===== src/rtl/led_controller.sv =====
// Three-switch LED mode controller: synchronize and debounce active-low push
// switches, then step a four-state mode FSM that drives green/blue LEDs.
module led_controller #(
  parameter int DEBOUNCE_CYCLES = 16,
  parameter int BLINK_HALF      = 8
) (
  input  logic       clk,
  input  logic       rst_n,
  input  logic       switch1,
  input  logic       switch2,
  input  logic       switch4,
  output logic       led_green,
  output logic       led_blue,
  output logic [1:0] mode
);

  localparam int DW = $clog2(DEBOUNCE_CYCLES);
  localparam int BW = $clog2(BLINK_HALF);

  typedef enum logic [1:0] {
    ST_OFF   = 2'b00,
    ST_GREEN = 2'b01,
    ST_BLUE  = 2'b10,
    ST_BLINK = 2'b11
  } state_t;

  // Bit 0 = switch1, bit 1 = switch2, bit 2 = switch4 throughout.
  logic [2:0]    w_sw;
  logic [2:0]    r_meta;
  logic [2:0]    r_sync;
  logic [2:0]    r_db;
  logic [2:0]    r_db_d;
  logic [DW-1:0] r_db_cnt [3];
  logic [2:0]    w_evt;

  state_t        r_state;
  state_t        w_next;
  logic [BW-1:0] r_blink_cnt;
  logic          r_phase;
  logic          r_led_g;
  logic          r_led_b;

  assign w_sw  = {switch4, switch2, switch1};
  assign w_evt = r_db_d & ~r_db;

  always_ff @(posedge clk or negedge rst_n) begin
    if (!rst_n) begin
      r_meta <= '1;
      r_sync <= '1;
      r_db   <= '1;
      r_db_d <= '1;
      for (int i = 0; i < 3; i++) r_db_cnt[i] <= '0;
    end else begin
      r_meta <= w_sw;
      r_sync <= r_meta;
      r_db_d <= r_db;
      for (int i = 0; i < 3; i++) begin
        if (r_sync[i] == r_db[i]) begin
          r_db_cnt[i] <= '0;
        end else if (r_db_cnt[i] == DW'(DEBOUNCE_CYCLES - 1)) begin
          r_db[i]     <= r_sync[i];
          r_db_cnt[i] <= '0;
        end else begin
          r_db_cnt[i] <= r_db_cnt[i] + DW'(1);
        end
      end
    end
  end

  // Fixed priority: a lower switch's simultaneous event is simply dropped.
  always_comb begin
    w_next = r_state;
    if (w_evt[0])      w_next = (r_state == ST_GREEN) ? ST_OFF : ST_GREEN;
    else if (w_evt[1]) w_next = (r_state == ST_BLUE)  ? ST_OFF : ST_BLUE;
    else if (w_evt[2]) w_next = (r_state == ST_BLINK) ? ST_OFF : ST_BLINK;
  end

  always_ff @(posedge clk or negedge rst_n) begin
    if (!rst_n) begin
      r_state     <= ST_OFF;
      r_blink_cnt <= '0;
      r_phase     <= 1'b0;
      r_led_g     <= 1'b0;
      r_led_b     <= 1'b0;
    end else if (w_evt != 3'b000) begin
      r_state     <= w_next;
      r_blink_cnt <= '0;
      r_phase     <= 1'b0;
      r_led_g     <= (w_next == ST_GREEN) || (w_next == ST_BLINK);
      r_led_b     <= (w_next == ST_BLUE);
    end else if (r_state == ST_BLINK) begin
      if (r_blink_cnt == BW'(BLINK_HALF - 1)) begin
        r_blink_cnt <= '0;
        r_phase     <= ~r_phase;
        r_led_g     <= r_phase;
        r_led_b     <= ~r_phase;
      end else begin
        r_blink_cnt <= r_blink_cnt + BW'(1);
      end
    end
  end

  assign mode      = r_state;
  assign led_green = r_led_g;
  assign led_blue  = r_led_b;

endmodule


===== config.mk =====
export PLATFORM = sky130hd
export DESIGN_NAME = led_controller
export DESIGN_NICKNAME = d
export VERILOG_FILES = /design/src/rtl/led_controller.sv
export SDC_FILE = /design/constraint.sdc
export NUM_CORES = 1
export LEC_CHECK = 0
export ABC_AREA = 1
export CORE_AREA = 3 3 55 57
export DETAILED_ROUTE_END_ITERATION = 16
export DIE_AREA = 0 0 58 60
export MAX_ROUTING_LAYER = met4
export PLACE_DENSITY = 0.72
export SYNTH_ARGS = -nofsm -noshare
export SYNTH_HDL_FRONTEND = slang
export SYNTH_SLANG_ARGS = --single-unit

===== constraint.sdc =====
create_clock -name clk -period 2 [get_ports clk]
set_clock_uncertainty 0.2 [all_clocks]
set_input_delay 0.3 -clock clk [delete_from_list [all_inputs] [get_ports clk]]
set_output_delay 0.3 -clock clk [all_outputs]
set_load 0.02 [all_outputs]

==> flow_metrics.tcl <==
set metrics [dict create \
    status "finished, final reports clean" \
    drt_wl_total_um 1970 \
    core_mm2 0.00252 \
    worst-path-buf-inv 1 \
    synth.avg_cell_area_um2 10.3 \
    syn_inst 134 \
    port_buffers 8 \
    dieArea_mm2 0.00348 \
    peakVddDrop_v 0.000572 \
    cp_cell_sequence "clkdlybuf4s50_1" \
    grtUsageTotal_pct 14.9 \
    synth_top_cell_area_share_pct 36.1 \
    gp_congestion 0.765 \
    io_pins 9 \
    drcViolationCount 0 \
    worst_pin_slew_ps 385 \
    internal_power_mw 0.856 \
    ys_seq_area_share_pct 58.9 \
    worst_slack_ps 121 \
    async_flop_share_pct 100 \
    hold_viol 0 \
    max_cap_viol_count 0 \
    clock_latency_ps 330 \
    reg2reg_depth 6 \
    detailedPlace.worstSlack_ps 480 \
    ys_types 22 \
    start_util_pct 54.9 \
    post-route-min-period_ps 1880 \
    worstPathRequired_ps 1500 \
    nNetsFinal 160 \
    crit_slowest_cell "clkdlybuf4s50_1" \
    slew_viol_final 0 \
    cts.repair.resized 0 \
    netSwitchingPower_mw 0.277 \
    p_comb_share_pct 7.8 \
    power.total_mw 1.13 \
    p_leak_nw 0.745 \
    cts_setup_buffers 0 \
    clock_path_buffers 2 \
    root_buffer "clkbuf_4" \
    fmax_mhz 532 \
    drt_iter0_drc 19 \
    ys.flop_type "dfrtp_1" \
    ant_nets 0 \
    worst_setup_path_end_kind "output port" \
    die_y_um 60 \
    grt_pass1_vias 909 \
    startpoint "mode[1]$_DFFE_PN0N_" \
    hp-class "input pin to asynchronous set/reset pin" \
    crit_arrival_ps 1380 \
    synth_nets 144 \
    cts_buffers 5 \
    via_count 871 \
    dp_hpwl_um 1450 \
    p_seq_share_pct 61.8 \
    netlist_top_cells_area "dfrtp_1 (36%), dfstp_2 (23%), nor2_1 (5.4%), nand2_1 (4.9%), inv_1 (4.6%)" \
    rrSetupSlack_ps 470 \
    setup_tns_ps 0 \
    setup_violations 0 \
    fin_crit_sh_pct 93.9 \
    wire_per_inst_um 10.9 \
    critPathCapture "mode[1]" \
    rsz0062_at_grt "false" \
    slowest_delay_ps 630 \
    utilization_pct 62.0 \
    firstDrtPassIters 4 \
    critPathTopFamily "buffers and inverters" \
    grt_pass1_wl_um 3660 \
    synth_area_mm2 0.00139 \
    crit_cells 1 \
    criticalPathCategory "register to output port" \
    yosys.area.top_type "dfrtp_1" \
    pwr-share-clk_pct 30.4 \
    rr_endpoint "r_phase$_DFFE_PN0P_" \
    cts_hold_buf 0 \
    cts.htree.levels 2 \
    ys_ff_latch 32 \
    critPathLaunchType "register" \
    num_antenna_cells 0 \
    viasPerCell 4.81 \
    ys_top_cells_by_count "dfrtp_1 (20), nor2_1 (20), nand2_1 (18)" \
    switching_share_pct 24.4 \
    pwr_density_cell_mw_per_mm2 724 \
    relSlewSlack_pct 74.4 \
    clk_pin_slew_ps 100 \
    grt_max_degree 33 \
    synth_edf_count 0 \
    cts_tree "done" \
    area_growth_pct 12.9 \
    yosysWarnings 0 \
    drive_gt1_share_pct 23.8 \
    antenna_found_initial 0 \
    path_max_fanout 5 \
    reg2reg_from "r_blink_cnt[0]$_DFFE_PN0P_" \
    grt_overflow_total 0 \
    clock_sinks 32 \
    chipWidth_um 58 \
    rows 18 \
]
## cells in the final DEF, fill, tap and decap left out, types with 6 or more instances in the layout
master	Yosys	routed
inv_1	17	17
dfrtp_1	20	20
nand2_1	18	18
clkdlybuf4s50_1	0	8
xnor2_1	6	6
nand3_1	7	7
dfstp_2	12	12
nor2_1	20	20
## layout make-up
cell class / instances / area, µm²
tap: 30 / 37.5
sequential: 32 / 816
timing repair buffer: 9 / 87.6
inverter: 21 / 83.8
clock inverter: 2 / 12.5
clock buffer: 6 / 41.3
multi-input combinational: 81 / 485
fill: 212 / 958
## state kept, by name, summed over array words and instances (netlist names)
register and flops:
r_db 3, r_db_cnt 12, mode 2, r_sync 3, led_blue 1, r_db_d 3
led_green 1, r_meta 3, r_blink_cnt 3, r_phase 1
## stage by stage
stage	hold WS (ps)	instances	area, µm²
2_1_floorplan	-196	134	1390
3_3_place_gp	147	173	1510
3_5_place_dp	148	173	1510
4_1_cts	140	181	1560
5_1_grt	160	181	1560
6_report	144	181	1560
## how the worst min path moves through the flow
| stage | from | end | slack, ps | cells past startpoint |
|---|---|---|---|---|
| global route | r_meta[2]$_DFF_PN1_ | r_sync[2]$_DFF_PN1_ | 160 | 0 |
| global placement | r_meta[0]$_DFF_PN1_ | r_sync[0]$_DFF_PN1_ | 150 | 0 |
| detailed placement | r_meta[2]$_DFF_PN1_ | r_sync[2]$_DFF_PN1_ | 150 | 0 |
| finish | rst_n | r_db_cnt[0]$_DFF_PN0_ | 140 | 2 |
| CTS | rst_n | r_db_cnt[0]$_DFF_PN0_ | 140 | 2 |
| floorplan | rst_n | led_blue$_DFFE_PN0P_ | -200 | 0 |
## power by group through the flow
stage               Combinational [mW]  Sequential [mW]  Clock (mW)
CTS                             0.0906            0.701       0.362
global placement                0.0861            0.710           0
global route                     0.101            0.704       0.386
finish                          0.0886            0.700       0.344
floorplan                       0.0451            0.714           0
detailed placement              0.0900            0.712           0
## kinds of logic after synthesis
logic type	synth area share, %
simple gates	19.1
flops	58.9
buf+inv	6.05
compound gates	5.69
xor+xnor	5.69
fa+ha+maj	4.52
## per-layer routing
layer  wire (µm)  share of wire [%]  GRT usage, %  up-vias
li1            -                  -             -      447
met1         864                 44          15.7      399
met2         928                 47          22.9       17
met3         103                5.2          6.05        8
met4          69                3.5          9.93        0
met5           0                  0             -        -
## worst register-to-register path, delay by kind of cell, from the launching register on
family / cells / cell delay (ps)
adders and majority gates: 2 / 430
and+or+nand+nor: 2 / 120
AOI/OAI and AO/OA: 1 / 150
DFF: 1 / 420
buffers and inverters: 1 / 80
No activity file was read; power rests on OpenSTA's default activity.
